File: src/rtl/pipe_pkg.sv
// pipe_pkg: shared widths, instruction bundle, issue FSM states and ALU function codes.
package pipe_pkg;
  localparam int REG_W = 4;
  localparam int FUNC_W = 4;
  localparam int ADDR_W = 8;
  localparam int INSTR_W = 3 * REG_W + FUNC_W + ADDR_W;
  typedef struct packed {
    logic [REG_W-1:0] rs1;
    logic [REG_W-1:0] rs2;
    logic [REG_W-1:0] rd;
    logic [FUNC_W-1:0] func;
    logic [ADDR_W-1:0] addr;
  } instr_t;
  typedef enum logic [1:0] {IDLE, ISSUE, STALL} state_t;
  localparam logic [FUNC_W-1:0] F_ADD = 4'd0;
  localparam logic [FUNC_W-1:0] F_SUB = 4'd1;
  localparam logic [FUNC_W-1:0] F_MUL = 4'd2;
  localparam logic [FUNC_W-1:0] F_AND = 4'd3;
  localparam logic [FUNC_W-1:0] F_OR = 4'd4;
  localparam logic [FUNC_W-1:0] F_XOR = 4'd5;
endpackage

File: src/rtl/issue_fifo.sv
// issue_fifo: synchronous FIFO with a combinational head read and count-derived full/empty.
module issue_fifo
  import pipe_pkg::*;
#(
  parameter int DEPTH = 4,
  parameter int W = INSTR_W
) (
  input  logic clk,
  input  logic rst,
  input  logic push,
  input  logic pop,
  input  logic [W-1:0] din,
  output logic [W-1:0] dout,
  output logic [$clog2(DEPTH):0] count,
  output logic full,
  output logic empty
);
  localparam int AW = $clog2(DEPTH);
  logic [W-1:0] mem [DEPTH];
  logic [AW-1:0] rptr, wptr;
  logic wr, rd;
  assign full = count == ($clog2(DEPTH) + 1)'(DEPTH);
  assign empty = count == '0;
  assign wr = push && !full;
  assign rd = pop && !empty;
  assign dout = mem[rptr];
  always_ff @(posedge clk) begin
    if (wr) mem[wptr] <= din;
  end
  always_ff @(posedge clk) begin
    if (rst) begin
      rptr <= '0;
      wptr <= '0;
      count <= '0;
    end else begin
      if (wr) wptr <= wptr + 1'b1;
      if (rd) rptr <= rptr + 1'b1;
      count <= count + ($clog2(DEPTH) + 1)'(wr) - ($clog2(DEPTH) + 1)'(rd);
    end
  end
endmodule

File: src/rtl/pipe_issue.sv
// pipe_issue: FIFO-buffered in-order issue with a shift-register scoreboard that
// bubbles the head until any in-flight destination it reads has been written back.
module pipe_issue
  import pipe_pkg::*;
#(
  parameter int DEPTH = 4,
  parameter int PIPE_LAT = 3
) (
  input  logic clk,
  input  logic rst,
  input  logic in_valid,
  output logic in_ready,
  input  logic [REG_W-1:0] in_rs1,
  input  logic [REG_W-1:0] in_rs2,
  input  logic [REG_W-1:0] in_rd,
  input  logic [FUNC_W-1:0] in_func,
  input  logic [ADDR_W-1:0] in_addr,
  output logic [REG_W-1:0] rs1,
  output logic [REG_W-1:0] rs2,
  output logic [REG_W-1:0] rd,
  output logic [FUNC_W-1:0] func,
  output logic [ADDR_W-1:0] addr,
  output logic issue_valid,
  output logic stall,
  output logic [$clog2(DEPTH):0] count,
  output logic [7:0] hazard_cnt
);
  instr_t head;
  state_t st;
  logic full, empty, hit, hz, go;
  logic [PIPE_LAT-1:0] sb_v;
  logic [REG_W-1:0] sb_rd [PIPE_LAT];
  assign in_ready = !full;
  assign stall = st == STALL;
  issue_fifo #(.DEPTH(DEPTH), .W(INSTR_W)) u_fifo (
    .clk(clk),
    .rst(rst),
    .push(in_valid && in_ready),
    .pop(go),
    .din({in_rs1, in_rs2, in_rd, in_func, in_addr}),
    .dout(head),
    .count(count),
    .full(full),
    .empty(empty)
  );
  always_comb begin
    hit = 1'b0;
    for (int i = 0; i < PIPE_LAT; i++)
      hit = hit | (sb_v[i] && (sb_rd[i] == head.rs1 || sb_rd[i] == head.rs2));
  end
  assign hz = !empty && hit;
  assign go = !empty && !hit;
  always_ff @(posedge clk) begin
    sb_rd[0] <= head.rd;
    for (int i = 1; i < PIPE_LAT; i++) sb_rd[i] <= sb_rd[i-1];
  end
  always_ff @(posedge clk) begin
    if (rst) begin
      sb_v <= '0;
      st <= IDLE;
      {rs1, rs2, rd, func, addr} <= '0;
      issue_valid <= 1'b0;
      hazard_cnt <= '0;
    end else begin
      sb_v[0] <= go;
      for (int i = 1; i < PIPE_LAT; i++) sb_v[i] <= sb_v[i-1];
      issue_valid <= go;
      if (go) {rs1, rs2, rd, func, addr} <= head;
      st <= hz ? STALL : go ? ISSUE : IDLE;
      hazard_cnt <= hazard_cnt + 8'(hz && hazard_cnt != 8'hff);
    end
  end
endmodule

File: config.mk
export PLATFORM = sky130hd
export DESIGN_NAME = pipe_issue
export DESIGN_NICKNAME = d
export VERILOG_FILES = /design/src/rtl/pipe_pkg.sv /design/src/rtl/issue_fifo.sv /design/src/rtl/pipe_issue.sv
export SDC_FILE = /design/constraint.sdc
export NUM_CORES = 1
export LEC_CHECK = 0
export BUFFER_PORTS_ARGS = -buffer_cell sky130_fd_sc_hd__buf_2
export CAP_MARGIN = 10
export CORE_MARGIN = 4
export CORE_UTILIZATION = 35
export CTS_CLUSTER_SIZE = 8
export DETAILED_ROUTE_END_ITERATION = 8
export GPL_TIMING_DRIVEN = 1
export HOLD_SLACK_MARGIN = 0.1
export PLACE_DENSITY = 0.51
export SETUP_SLACK_MARGIN = 0.5
export SYNTH_ARGS = -nofsm -noshare
export SYNTH_HDL_FRONTEND = slang
export SYNTH_SLANG_ARGS = --single-unit
File: constraint.sdc
create_clock -name clk -period 4.35 [get_ports clk]
set_input_delay 0.435 -clock clk [delete_from_list [all_inputs] [get_ports clk]]
set_output_delay 0.435 -clock clk [all_outputs]
set_load 0.02 [all_outputs]
==> implementation parameters <==
Parameter                              Value

Floorplan
  DIE AREA ... between 0.015 and 0.02 mm^2
  Die width ... about 140 um
  Vertical die dimension ... about 140 um
  Core region area ... 0.0167 mm^2
  Initial cell density of the core ... between 30% and 40%
  Number of rows in the core area ... 47
  Ports ... 65

Route
  Number of optimization iterations in the first detailed-route pass ... 4
  Post-route DRC ... 0
  Routed vias ... around 3200
  Violation count after the first detailed-routing iteration ... approximately 150
  Average wire length per cell after detail routing ... around 17 um
  Routed wire length ... ~11000 um
  Number of routed nets with antenna violations ... 0
  Detail-routed via count per cell ... 4.66

Timing
  Min setup slack post-route ... about 920 ps
  Minimum clock period ... 3430 ps
  Unrepaired setup endpoints after global routing ... no
  Worst Max-Slew Pin Slew ... around 1100 ps
  Setup TNS ... 0 ps
  Final setup fails ... 0
  Ratio of final minimum period to clock period ... between 70% and 80%
  Max transition margin ... about a quarter
  Worst clock skew ... 11.6 ps
  Top achievable clock speed ... 292 MHz
  Slew Viols, Final ... 0
  Final hold viol count ... 0

Min path
  Worst hold path cell count ... 1
  Classification of the worst-slack hold path ... input pin to flop
  Worst Hold Path EP ... u_fifo.mem[0][18]$_DFFE_PP_
  Worst Hold Launch ... in_rs2[2]

Synth
  YS warnings ... 0
  Post-synth ARST share ... 0%
  Most used flip-flop cell after synthesis ... edfxtp_1
  Synth Register Bits ... 154
  Synth Cell Area ... approximately 0.0060 mm^2
  Synth area leader ... edfxtp_1
  Share of the synthesized area in the top cell type ... 48.0%
  Post-Syn Instances ... around 370
  Leading post-synthesis cells by cell area ... edfxtp_1 (48%), dfxtp_1 (19%), mux4_2 (8.6%), nand2b_1 (5.1%), mux2i_1 (4.0%)
  Sequential share of the synthesized area ... around two thirds
  Total nets after synthesis ... between 400 and 500
  Post-Syn Area per Cell ... between 15 and 20 um^2
  Number of enable-type register cells in the synthesized netlist ... 96
  Count of cell types in the netlist ... 33

Layout
  Antenna diode count ... 0
  Number of nets in the layout ... 480
  Share of layout cells above drive strength 1 ... approximately 28%
  Final core utilization ... 42.6%
  Final instance area ... approximately 0.0071 mm^2
  Filler-free cell count of the finished design ... ~680
  Area growth from synthesis to final layout ... 18.3%

Clocking
  Clock insertion delay at the later pin of the skew report ... approximately 420 ps
  Worst-case clock buffer depth ... 2
  CTS sink count ... between 150 and 200
  CTS H-tree depth ... 4
  TritonCTS Buffers ... 17
  Cts-stage hold buffer count ... 0
  Post-CTS Resized ... 0
  Clock transition at the register clock pins on the worst setup and hold paths after CTS ... around 60 ps
  Setup repair bufs after CTS ... 0
  CTS root buf ... clkbuf_16
  Clock tree from TritonCTS ... yes

Global routing
  Wire length of the first global-routing pass ... 18700 um
  GR Overflow Total ... 0
  Total global-route track usage ... 12.6%
  Number of global-route vias before repair ... around 3400
  Maximum number of pins on one net before global-route repair ... a little over 70
  Number of antenna violations at the first check in global routing ... 1

Job
  Max-cap violations ... 0

Placement
  Detailed placer's ending HPWL ... a little over 7000 um
  Placer congestion estimate ... about 0.82
  Area after detailed placement ... ~0.0065 mm^2
  IO buf count ... 64
  Worst slack after detailed placement ... 931 ps
  Post-placement cell count ... about 650

Setup path
  End of the worst register-to-register path ... u_fifo.count[2]$_SDFF_PP0_
  Worst Setup Path Type ... flop to flop
  Crit-path max cell delay ... roughly 700 ps
  Cells along the critical path ... mux4_2, xnor2_1, nand4_1, a21boi_2, nor4_4, ha_1, inv_1, ha_1, inv_1, fa_1, xor2_1, xnor2_1, nor2_1
  Slowest-stage cell, CP ... dfxtp_2
  Crit-path max FO ... 15
  Register-to-Register Path Depth ... 13
  Nature of the critical path startpoint ... flop
  Worst EP arrival ... ~3700 ps
  Worst EP required ... around 4600 ps
  Flop2flop setup slack ... around 920 ps
  Category of the worst setup path capture point ... flop

Power
  Sequential share of power ... around two fifths
  Internal ... approximately 3.5 mW
  Leakage component of the power ... between 2 and 3 nW
  Relative contribution of combinational cells to total power ... a little under a third
  VDD IR max ... ~0.32 mV
  Switching Power ... approximately 1.6 mW
  Proportion of power drawn by the clock network ... between 20% and 30%
  PD cells ... between 700 and 800 mW/mm^2
  Switching share of power ... a little under a third

Run status
  Outcome ... complete, no violations
## registers in the layout, summed over array words and instances, names as in the netlist, 3 cells and up, named ones only
register      count
rs2               4
rs1               4
u_fifo.count      3
addr              8
u_fifo.mem       96
sb_rd            12
hazard_cnt        8
rd                4
func              4
sb_v              3
## layout by cell type (no fill, tap or decap), types with 3 or more instances in the layout
| cell | count |
|---|---|
| a21boi_2 | 3 |
| a21oi_1 | 3 |
| and3_2 | 4 |
| buf_2 | 64 |
| buf_4 | 4 |
| clkbuf_1 | 3 |
| clkbuf_16 | 18 |
| clkinv_2 | 4 |
| dfxtp_1 | 57 |
| edfxtp_1 | 96 |
| ha_1 | 8 |
| inv_1 | 5 |
| mux2i_1 | 24 |
| mux4_2 | 23 |
| nand2_1 | 3 |
| nand2b_1 | 49 |
| nand3_1 | 3 |
| nand4_1 | 7 |
| nor2_1 | 13 |
| nor2b_1 | 10 |
| nor3_1 | 4 |
| xnor2_1 | 27 |
| xor2_1 | 4 |
## layer usage
layer  global-route usage [%]  part of all wire (%)  up-vias
li1                         -                     -     1505
met1                     16.3                    45     1560
met2                     19.7                    48       70
met3                     2.97                   3.8       20
met4                     7.16                   2.5        2
met5                        0                 0.079        -
## worst max-delay path, delay by kind of cell (launching register included)
kind / cells / cell delay, ps
muxes: 1 / 660
DFF: 1 / 690
buffers and inverters: 2 / 100
xor gates and xnor gates: 3 / 500
and+or+nand+nor: 3 / 270
adders and majority gates: 3 / 790
AOI/OAI and AO/OA: 1 / 260
## Yosys cell counts (all sizes together), types with 2 or more instances
master and n:
dfxtp 58, nand2b 49, mux4 24, nand3 3, buf 8, nand4 7
a21boi 3, edfxtp 96, nor2 13, nor4 2, nor2b 10, o21ai 2
nor3 4, xnor2 27, a21oi 3, inv 5, xor2 4, nand2 3
mux2i 24, or3 2, mux2 3, ha 8, clkbuf 8, and3 5
## power by group through the flow
stage / Sequential [mW] / Combinational [mW] / Clock [mW]
after detailed placement: 2.17 / 1.60 / 0
after floorplan: 2.23 / 1.09 / 0
after global placement: 2.17 / 1.58 / 0
after global routing: 2.18 / 1.72 / 1.49
final: 2.13 / 1.56 / 1.39
after CTS: 2.14 / 1.60 / 1.42
## through the flow
step / hold WS (ps) / power, mW
final: 223 / 5.07
after global routing: 220 / 5.39
after CTS: 205 / 5.16
after detailed placement: 393 / 3.76
after global placement: 388 / 3.75
after floorplan: 375 / 3.32
## how the worst max path moves through the flow
stage | startpoint | endpoint | depth (start not counted)
after detailed placement | flop | u_fifo.count[2]$_SDFF_PP0_ | 13
final | flop | u_fifo.count[2]$_SDFF_PP0_ | 13
after CTS | flop | u_fifo.count[2]$_SDFF_PP0_ | 13
after floorplan | flop | u_fifo.count[2]$_SDFF_PP0_ | 16
after global routing | flop | u_fifo.count[2]$_SDFF_PP0_ | 13
after global placement | flop | u_fifo.count[2]$_SDFF_PP0_ | 13
## kinds of logic after synthesis
kind of cell | after synthesis | synth area share [%]
AO/OA/AOI/OAI | 8 | 0.979
flip-flops | 154 | 67.3
adder cells (fa/ha/maj) | 9 | 2.00
XOR/XNOR | 31 | 4.52
multiplexers | 51 | 13.6
AND/OR/NAND/NOR | 99 | 9.60
buffers and inverters | 21 | 1.98
## layout make-up
type | count | area (um^2)
Sequential cell | 154 | 4050
Multi-Input combinational cell | 198 | 1860
Clock buffer | 23 | 489
Tap cell | 220 | 275
Inverter | 5 | 18.8
Timing Repair Buffer | 68 | 350
Clock inverter | 9 | 72.6
Fill cell | 1535 | 9590
No activity file was read; power rests on OpenSTA's default activity.
